## src/rtl/id_ex_stage_if.sv

```systemverilog
// Decode-to-execute bus: controller/regfile fields in (D), pipelined fields out (E),
// plus hazard controls and debug event counters.
interface id_ex_stage_if #(
  parameter int XLEN  = 32,
  parameter int CNT_W = 16
);
  logic            ValidD, RegWriteD, MemWriteD, BranchD, JumpD;
  logic [1:0]      ResultSrcD;
  logic [3:0]      ALUControlD;
  logic            ALUSrcASelD, ALUSrcBSelD;
  logic [XLEN-1:0] RD1D, RD2D, ImmExtD, PCD, PCPlus4D;
  logic [4:0]      Rs1D, Rs2D, RdD;
  logic            PCSrcE;

  logic            ValidE, RegWriteE, MemWriteE, BranchE, JumpE;
  logic [1:0]      ResultSrcE;
  logic [3:0]      ALUControlE;
  logic            ALUSrcASelE, ALUSrcBSelE;
  logic [XLEN-1:0] RD1E, RD2E, ImmExtE, PCE, PCPlus4E;
  logic [4:0]      Rs1E, Rs2E, RdE;

  logic             StallF, StallD, FlushD;
  logic [CNT_W-1:0] StallCount, FlushCount;

  modport master (
    output ValidD, RegWriteD, MemWriteD, BranchD, JumpD, ResultSrcD, ALUControlD,
           ALUSrcASelD, ALUSrcBSelD, RD1D, RD2D, ImmExtD, PCD, PCPlus4D,
           Rs1D, Rs2D, RdD, PCSrcE,
    input  ValidE, RegWriteE, MemWriteE, BranchE, JumpE, ResultSrcE, ALUControlE,
           ALUSrcASelE, ALUSrcBSelE, RD1E, RD2E, ImmExtE, PCE, PCPlus4E,
           Rs1E, Rs2E, RdE, StallF, StallD, FlushD, StallCount, FlushCount
  );

  modport slave (
    input  ValidD, RegWriteD, MemWriteD, BranchD, JumpD, ResultSrcD, ALUControlD,
           ALUSrcASelD, ALUSrcBSelD, RD1D, RD2D, ImmExtD, PCD, PCPlus4D,
           Rs1D, Rs2D, RdD, PCSrcE,
    output ValidE, RegWriteE, MemWriteE, BranchE, JumpE, ResultSrcE, ALUControlE,
           ALUSrcASelE, ALUSrcBSelE, RD1E, RD2E, ImmExtE, PCE, PCPlus4E,
           Rs1E, Rs2E, RdE, StallF, StallD, FlushD, StallCount, FlushCount
  );
endinterface

```

## src/rtl/id_ex_stage.sv

```systemverilog
// ID/EX pipeline register with load-use interlock, redirect flush and
// saturating stall/flush event counters.
module id_ex_stage #(
  parameter int XLEN  = 32,
  parameter int CNT_W = 16
) (
  input logic          clk,
  input logic          reset,
  id_ex_stage_if.slave bus
);

  typedef struct packed {
    logic            valid;
    logic            regWrite;
    logic            memWrite;
    logic [1:0]      resultSrc;
    logic            branch;
    logic            jump;
    logic [3:0]      aluControl;
    logic            aluSrcASel;
    logic            aluSrcBSel;
    logic [XLEN-1:0] rd1;
    logic [XLEN-1:0] rd2;
    logic [XLEN-1:0] immExt;
    logic [XLEN-1:0] pc;
    logic [XLEN-1:0] pcPlus4;
    logic [4:0]      rs1;
    logic [4:0]      rs2;
    logic [4:0]      rd;
  } stage_t;

  localparam logic [CNT_W-1:0] CNT_MAX = {CNT_W{1'b1}};

  stage_t           stage_q, stage_d, decodeFields;
  logic             loadUse, bubbleE, stallEvent;
  logic [CNT_W-1:0] stallCnt_q, stallCnt_d, flushCnt_q, flushCnt_d;

  // Rs fields are compared even when the format does not read them; a spurious
  // stall costs one cycle, a missed one corrupts data.
  always_comb begin
    loadUse = stage_q.valid & bus.ValidD & (stage_q.resultSrc == 2'b01) &
              (stage_q.rd != 5'd0) &
              ((bus.Rs1D == stage_q.rd) | (bus.Rs2D == stage_q.rd));
    stallEvent = loadUse & ~bus.PCSrcE;
    bubbleE    = loadUse | bus.PCSrcE;
  end

  always_comb begin
    decodeFields.valid      = bus.ValidD;
    decodeFields.regWrite   = bus.RegWriteD;
    decodeFields.memWrite   = bus.MemWriteD;
    decodeFields.resultSrc  = bus.ResultSrcD;
    decodeFields.branch     = bus.BranchD;
    decodeFields.jump       = bus.JumpD;
    decodeFields.aluControl = bus.ALUControlD;
    decodeFields.aluSrcASel = bus.ALUSrcASelD;
    decodeFields.aluSrcBSel = bus.ALUSrcBSelD;
    decodeFields.rd1        = bus.RD1D;
    decodeFields.rd2        = bus.RD2D;
    decodeFields.immExt     = bus.ImmExtD;
    decodeFields.pc         = bus.PCD;
    decodeFields.pcPlus4    = bus.PCPlus4D;
    decodeFields.rs1        = bus.Rs1D;
    decodeFields.rs2        = bus.Rs2D;
    decodeFields.rd         = bus.RdD;
  end

  // An all-zero bubble leaves RdE=0 so the next cycle's hazard compare stays quiet.
  always_comb begin
    stage_d = (bubbleE | ~bus.ValidD) ? '0 : decodeFields;

    stallCnt_d = stallCnt_q;
    if (stallEvent && (stallCnt_q != CNT_MAX)) stallCnt_d = stallCnt_q + CNT_W'(1);

    flushCnt_d = flushCnt_q;
    if (bus.PCSrcE && (flushCnt_q != CNT_MAX)) flushCnt_d = flushCnt_q + CNT_W'(1);
  end

  always_ff @(posedge clk) begin
    if (reset) begin
      stage_q    <= '0;
      stallCnt_q <= '0;
      flushCnt_q <= '0;
    end else begin
      stage_q    <= stage_d;
      stallCnt_q <= stallCnt_d;
      flushCnt_q <= flushCnt_d;
    end
  end

  assign bus.StallF     = stallEvent;
  assign bus.StallD     = stallEvent;
  assign bus.FlushD     = bus.PCSrcE;
  assign bus.StallCount = stallCnt_q;
  assign bus.FlushCount = flushCnt_q;

  assign bus.ValidE      = stage_q.valid;
  assign bus.RegWriteE   = stage_q.regWrite;
  assign bus.MemWriteE   = stage_q.memWrite;
  assign bus.ResultSrcE  = stage_q.resultSrc;
  assign bus.BranchE     = stage_q.branch;
  assign bus.JumpE       = stage_q.jump;
  assign bus.ALUControlE = stage_q.aluControl;
  assign bus.ALUSrcASelE = stage_q.aluSrcASel;
  assign bus.ALUSrcBSelE = stage_q.aluSrcBSel;
  assign bus.RD1E        = stage_q.rd1;
  assign bus.RD2E        = stage_q.rd2;
  assign bus.ImmExtE     = stage_q.immExt;
  assign bus.PCE         = stage_q.pc;
  assign bus.PCPlus4E    = stage_q.pcPlus4;
  assign bus.Rs1E        = stage_q.rs1;
  assign bus.Rs2E        = stage_q.rs2;
  assign bus.RdE         = stage_q.rd;

endmodule

```

## src/flat_wrapper.sv

```systemverilog
// flat-port wrapper written by rule: the top's interface ports become plain ports
module id_ex_stage_flat 
#(
  parameter int XLEN  = 32,
  parameter int CNT_W = 16
)
  (clk, reset, bus_ValidD, bus_RegWriteD, bus_MemWriteD, bus_BranchD, bus_JumpD, bus_ResultSrcD, bus_ALUControlD, bus_ALUSrcASelD, bus_ALUSrcBSelD, bus_RD1D, bus_RD2D, bus_ImmExtD, bus_PCD, bus_PCPlus4D, bus_Rs1D, bus_Rs2D, bus_RdD, bus_PCSrcE, bus_ValidE, bus_RegWriteE, bus_MemWriteE, bus_BranchE, bus_JumpE, bus_ResultSrcE, bus_ALUControlE, bus_ALUSrcASelE, bus_ALUSrcBSelE, bus_RD1E, bus_RD2E, bus_ImmExtE, bus_PCE, bus_PCPlus4E, bus_Rs1E, bus_Rs2E, bus_RdE, bus_StallF, bus_StallD, bus_FlushD, bus_StallCount, bus_FlushCount);
  id_ex_stage_if #(.XLEN(XLEN), .CNT_W(CNT_W)) bus_i ();
  input logic clk;
  input logic reset;
  input wire logic [$bits(bus_i.ValidD)-1:0] bus_ValidD;
  input wire logic [$bits(bus_i.RegWriteD)-1:0] bus_RegWriteD;
  input wire logic [$bits(bus_i.MemWriteD)-1:0] bus_MemWriteD;
  input wire logic [$bits(bus_i.BranchD)-1:0] bus_BranchD;
  input wire logic [$bits(bus_i.JumpD)-1:0] bus_JumpD;
  input wire logic [$bits(bus_i.ResultSrcD)-1:0] bus_ResultSrcD;
  input wire logic [$bits(bus_i.ALUControlD)-1:0] bus_ALUControlD;
  input wire logic [$bits(bus_i.ALUSrcASelD)-1:0] bus_ALUSrcASelD;
  input wire logic [$bits(bus_i.ALUSrcBSelD)-1:0] bus_ALUSrcBSelD;
  input wire logic [$bits(bus_i.RD1D)-1:0] bus_RD1D;
  input wire logic [$bits(bus_i.RD2D)-1:0] bus_RD2D;
  input wire logic [$bits(bus_i.ImmExtD)-1:0] bus_ImmExtD;
  input wire logic [$bits(bus_i.PCD)-1:0] bus_PCD;
  input wire logic [$bits(bus_i.PCPlus4D)-1:0] bus_PCPlus4D;
  input wire logic [$bits(bus_i.Rs1D)-1:0] bus_Rs1D;
  input wire logic [$bits(bus_i.Rs2D)-1:0] bus_Rs2D;
  input wire logic [$bits(bus_i.RdD)-1:0] bus_RdD;
  input wire logic [$bits(bus_i.PCSrcE)-1:0] bus_PCSrcE;
  output wire logic [$bits(bus_i.ValidE)-1:0] bus_ValidE;
  output wire logic [$bits(bus_i.RegWriteE)-1:0] bus_RegWriteE;
  output wire logic [$bits(bus_i.MemWriteE)-1:0] bus_MemWriteE;
  output wire logic [$bits(bus_i.BranchE)-1:0] bus_BranchE;
  output wire logic [$bits(bus_i.JumpE)-1:0] bus_JumpE;
  output wire logic [$bits(bus_i.ResultSrcE)-1:0] bus_ResultSrcE;
  output wire logic [$bits(bus_i.ALUControlE)-1:0] bus_ALUControlE;
  output wire logic [$bits(bus_i.ALUSrcASelE)-1:0] bus_ALUSrcASelE;
  output wire logic [$bits(bus_i.ALUSrcBSelE)-1:0] bus_ALUSrcBSelE;
  output wire logic [$bits(bus_i.RD1E)-1:0] bus_RD1E;
  output wire logic [$bits(bus_i.RD2E)-1:0] bus_RD2E;
  output wire logic [$bits(bus_i.ImmExtE)-1:0] bus_ImmExtE;
  output wire logic [$bits(bus_i.PCE)-1:0] bus_PCE;
  output wire logic [$bits(bus_i.PCPlus4E)-1:0] bus_PCPlus4E;
  output wire logic [$bits(bus_i.Rs1E)-1:0] bus_Rs1E;
  output wire logic [$bits(bus_i.Rs2E)-1:0] bus_Rs2E;
  output wire logic [$bits(bus_i.RdE)-1:0] bus_RdE;
  output wire logic [$bits(bus_i.StallF)-1:0] bus_StallF;
  output wire logic [$bits(bus_i.StallD)-1:0] bus_StallD;
  output wire logic [$bits(bus_i.FlushD)-1:0] bus_FlushD;
  output wire logic [$bits(bus_i.StallCount)-1:0] bus_StallCount;
  output wire logic [$bits(bus_i.FlushCount)-1:0] bus_FlushCount;
  assign bus_i.ValidD = bus_ValidD;
  assign bus_i.RegWriteD = bus_RegWriteD;
  assign bus_i.MemWriteD = bus_MemWriteD;
  assign bus_i.BranchD = bus_BranchD;
  assign bus_i.JumpD = bus_JumpD;
  assign bus_i.ResultSrcD = bus_ResultSrcD;
  assign bus_i.ALUControlD = bus_ALUControlD;
  assign bus_i.ALUSrcASelD = bus_ALUSrcASelD;
  assign bus_i.ALUSrcBSelD = bus_ALUSrcBSelD;
  assign bus_i.RD1D = bus_RD1D;
  assign bus_i.RD2D = bus_RD2D;
  assign bus_i.ImmExtD = bus_ImmExtD;
  assign bus_i.PCD = bus_PCD;
  assign bus_i.PCPlus4D = bus_PCPlus4D;
  assign bus_i.Rs1D = bus_Rs1D;
  assign bus_i.Rs2D = bus_Rs2D;
  assign bus_i.RdD = bus_RdD;
  assign bus_i.PCSrcE = bus_PCSrcE;
  assign bus_ValidE = bus_i.ValidE;
  assign bus_RegWriteE = bus_i.RegWriteE;
  assign bus_MemWriteE = bus_i.MemWriteE;
  assign bus_BranchE = bus_i.BranchE;
  assign bus_JumpE = bus_i.JumpE;
  assign bus_ResultSrcE = bus_i.ResultSrcE;
  assign bus_ALUControlE = bus_i.ALUControlE;
  assign bus_ALUSrcASelE = bus_i.ALUSrcASelE;
  assign bus_ALUSrcBSelE = bus_i.ALUSrcBSelE;
  assign bus_RD1E = bus_i.RD1E;
  assign bus_RD2E = bus_i.RD2E;
  assign bus_ImmExtE = bus_i.ImmExtE;
  assign bus_PCE = bus_i.PCE;
  assign bus_PCPlus4E = bus_i.PCPlus4E;
  assign bus_Rs1E = bus_i.Rs1E;
  assign bus_Rs2E = bus_i.Rs2E;
  assign bus_RdE = bus_i.RdE;
  assign bus_StallF = bus_i.StallF;
  assign bus_StallD = bus_i.StallD;
  assign bus_FlushD = bus_i.FlushD;
  assign bus_StallCount = bus_i.StallCount;
  assign bus_FlushCount = bus_i.FlushCount;
  id_ex_stage #(.XLEN(XLEN), .CNT_W(CNT_W)) u_core (.clk(clk), .reset(reset), .bus(bus_i));
endmodule
```

## config.mk

```make
export PLATFORM = sky130hd
export DESIGN_NAME = id_ex_stage_flat
export DESIGN_NICKNAME = d
export VERILOG_FILES = /design/src/rtl/id_ex_stage_if.sv /design/src/rtl/id_ex_stage.sv /design/src/flat_wrapper.sv
export SDC_FILE = /design/constraint.sdc
export NUM_CORES = 1
export LEC_CHECK = 0
export CAP_MARGIN = 15
export CORE_AREA = 2 2 163 165
export DETAILED_ROUTE_END_ITERATION = 12
export DIE_AREA = 0 0 165 167
export HOLD_SLACK_MARGIN = 0.06
export PLACE_DENSITY = 0.59
export SKIP_LAST_GASP = 1
export SLEW_MARGIN = 40
export SYNTH_ARGS = -nofsm -noshare
export SYNTH_HDL_FRONTEND = slang
export SYNTH_SLANG_ARGS = --single-unit
export TNS_END_PERCENT = 30
```

## constraint.sdc

```tcl
create_clock -name clk -period 3.25 [get_ports clk]
set_input_delay 0.65 -clock clk [delete_from_list [all_inputs] [get_ports clk]]
set_output_delay 0.65 -clock clk [all_outputs]
set_load 0.05 [all_outputs]
```

==> flow_summary.ini <==
[status]
outcome = completed

[cts]
clock_tree.buffer_depth = 3
clock_sinks = 220
cts-resized-gates = 0
numCtsBuffers = 26
cts_tree = yes
htreeDepth = 1
clkTransAtPathRegs_ns = 0.05
hold_buffers = 0
cts-root-buf = clkbuf_16
clk_latency_ns = 0.52
post_cts_buffers = 0

[place]
place_hpwl_um = 16400
pre_cts_slack_ns = 0.261
numPortBuffers = 413
dpl_cell_area_um2 = 11300
place.gp.congestion = 0.800

[logic_synthesis]
synth_cell_types = 39
avgSynthCellArea_um2 = 11.4
synth_top_area_cell = dfxtp_1
netlist_area_um2 = 6720
synth-adder-area-share_pct = 0.372
ys_seq_area_share_pct = 65.5
synth_top_area_share_pct = 65.5
synth-xor-area-share_pct = 3.52
yosysWarnings = 0
synth_top_family_by_area = simple AND/OR/NAND/NOR gates
muxShareOfSynthArea_pct = 0.633
synth-simple-area-share_pct = 25.3
synth_top_cells_by_area = dfxtp_1, and2_1, xor2_1, nor2_1, xnor2_1
syn_nets = 783
ys_ff_latch = 220
synth_compound_area_share_pct = 2.33
synth_cells = 590

[cells_and_area]
final_common_cell = clkdlybuf4s50_1
final_cell_mix = clkdlybuf4s50_1, dfxtp_1, and2_1
num_antenna_cells = 0
drive_gt1_share_pct = 5.56
stdcell_area_um2 = 12100
area_delta_synth_final_pct = 79.8
final.fill_count = 2400
final_util_pct = 46.9
fin_nets = 1204

[routing]
wl_per_cell_um = 15.6
vias = 5388
wl_met3_um = 2220
met2_length_um = 10300
drtPass1Iterations = 4
viasPerCell = 3.96
routed_wl_um = 21200
drc_errors = 0
drtAntennaViolNets = 0
routed.top_layer = met5
dr.first_iter.drc_count = 192
met1_length_um = 8050

[timing]
rsz0062_at_grt = false
finalWorstSetupSlack_ns = 0.293
tns_ns = 0
slew_viol_final = 0
worst_slew_pin_slew_ns = 0.656
fmax_ghz = 0.338
relSlewSlack_pct = 56.1
skew_ns = 0.00897
setup_viol = 0
period_share_pct = 91.0
hold_viol_final = 0
post-route-min-period_ns = 2.96

[power_and_ir_drop]
p_leak_nw = 4.65
ir_drop_v = 0.000395
power_density_nw_per_um2 = 516

[floorplan]
die_w_um = 165
initial_core_util_pct = 26.1
num_rows = 59
die_area_um2 = 27600
io_pins = 414
die_h_um = 167
core-area_um2 = 25800

[setup_path]
critPathMaxFanout = 7
setup.worst_path.end_class = output port
cp.required_ns = 2.60
critPathLaunch = bus_Rs2D[1]
arrival_ns = 2.31
crit_type = in2out
startpoint_type = primary input
rr_endpoint = u_core.bus.PCE[31]
crit_path_end = bus_StallF
reg2reg_from = u_core.bus.RdE[1]
reg2reg_depth = 8
r2r_slack_ns = 1.03

[global_route]
antenna_found_initial = 1
grt_pass1_vias = 5394
grt_pass1_wl_um = 31700
grt_usage_pct = 15.1
gr-total-overflow = 0
grt_max_degree = 68

[worst_hold_path]
hold_path.class = reg2reg

[flow_run]
drv_cap = 0
==> synthesized netlist by cell type, drive strengths merged <==
master  count
nand4       7
inv         5
clkbuf     12
nor4b       1
nand3      13
a21oi      10
o21ai       5
a22oi       1
nor2       27
xor2       19
a41oi       1
o31ai       5
nor3        5
or3         6
mux2i       2
and3        8
and2      187
nor4        3
a211oi      1
dfxtp     220
nand2b      1
xnor2       8
a311oi      1
buf        16
and4        5
nand2       5
or4         6
a31oi       1
and4b       1
mux2        2
nor2b       3
or3b        1
ha          2
==> power by group <==
group,internal (mW),total [mW],switching (mW)
clock network,1.68,2.75,1.08
logic,0.349,0.696,0.347
registers,2.76,2.79,0.0221
==> through the flow <==
| stage | hold slack, ns | power [mW] | instances |
|---|---|---|---|
| floorplan | 0.716 | 3.16 | 590 |
| global placement | 0.487 | 3.55 | 1318 |
| detailed placement | 0.493 | 3.55 | 1318 |
| CTS | 0.502 | 6.34 | 1361 |
| global route | 0.561 | 6.49 | 1361 |
| finish | 0.508 | 6.23 | 1361 |
==> sequential cells by signal, indices dropped and copies added (netlist names), 2 cells and up <==
register	count
u_core.bus.PCPlus4E	32
u_core.bus.RD2E	32
u_core.bus.ResultSrcE	2
u_core.bus.Rs1E	5
u_core.bus.RD1E	32
u_core.bus.FlushCount	16
u_core.bus.ImmExtE	32
u_core.bus.StallCount	16
u_core.bus.ALUControlE	4
u_core.bus.Rs2E	5
u_core.bus.RdE	5
u_core.bus.PCE	32
==> how the worst min path moves through the flow <==
stage                                         start                         to  slack, ns  cells past startpoint
final                     u_core.bus.StallCount[11]  u_core.bus.StallCount[11]       0.51                      2
after global routing      u_core.bus.StallCount[10]  u_core.bus.StallCount[10]       0.56                      2
after CTS                 u_core.bus.StallCount[11]  u_core.bus.StallCount[11]       0.50                      2
after floorplan           u_core.bus.StallCount[11]  u_core.bus.StallCount[11]       0.72                      2
after global placement     u_core.bus.StallCount[4]   u_core.bus.StallCount[4]       0.49                      2
after detailed placement  u_core.bus.StallCount[11]  u_core.bus.StallCount[11]       0.49                      2
==> per-layer routing <==
layer | vias to the layer above | track usage [%]
li1 | 2728 | -
met1 | 2382 | 17.1
met2 | 234 | 25.6
met3 | 42 | 6.25
met4 | 2 | 4.80
met5 | - | 0
==> worst max-delay path, cell delays in order <==
cell and delay, ns:
clkdlybuf4s50_1 0.53, xor2_1 0.24, nor3_2 0.08, a22oi_2 0.35
nor2_1 0.13, buf_4 0.18, buf_12 0.14
==> cells by family (layout without fill, tap and decap cells) <==
group           Yosys count  in the layout
compound gates           25             25
xor+xnor                 27             27
fa+ha+maj                 2              2
buf+inv                  33            469
flops                   220            220
mux                       4              4
simple gates            279            279
==> area by class of cell <==
class	count	area (um2)	area share [%]
multi-input cells	337	2160	17.9
clock buffers	39	801	6.62
clock inverters	4	20.0	0.166
well taps	335	419	3.47
repair buffers	421	4260	35.3
flip-flops and latches	220	4400	36.4
inverters	5	18.8	0.155
No activity file was read; power rests on OpenSTA's default activity.
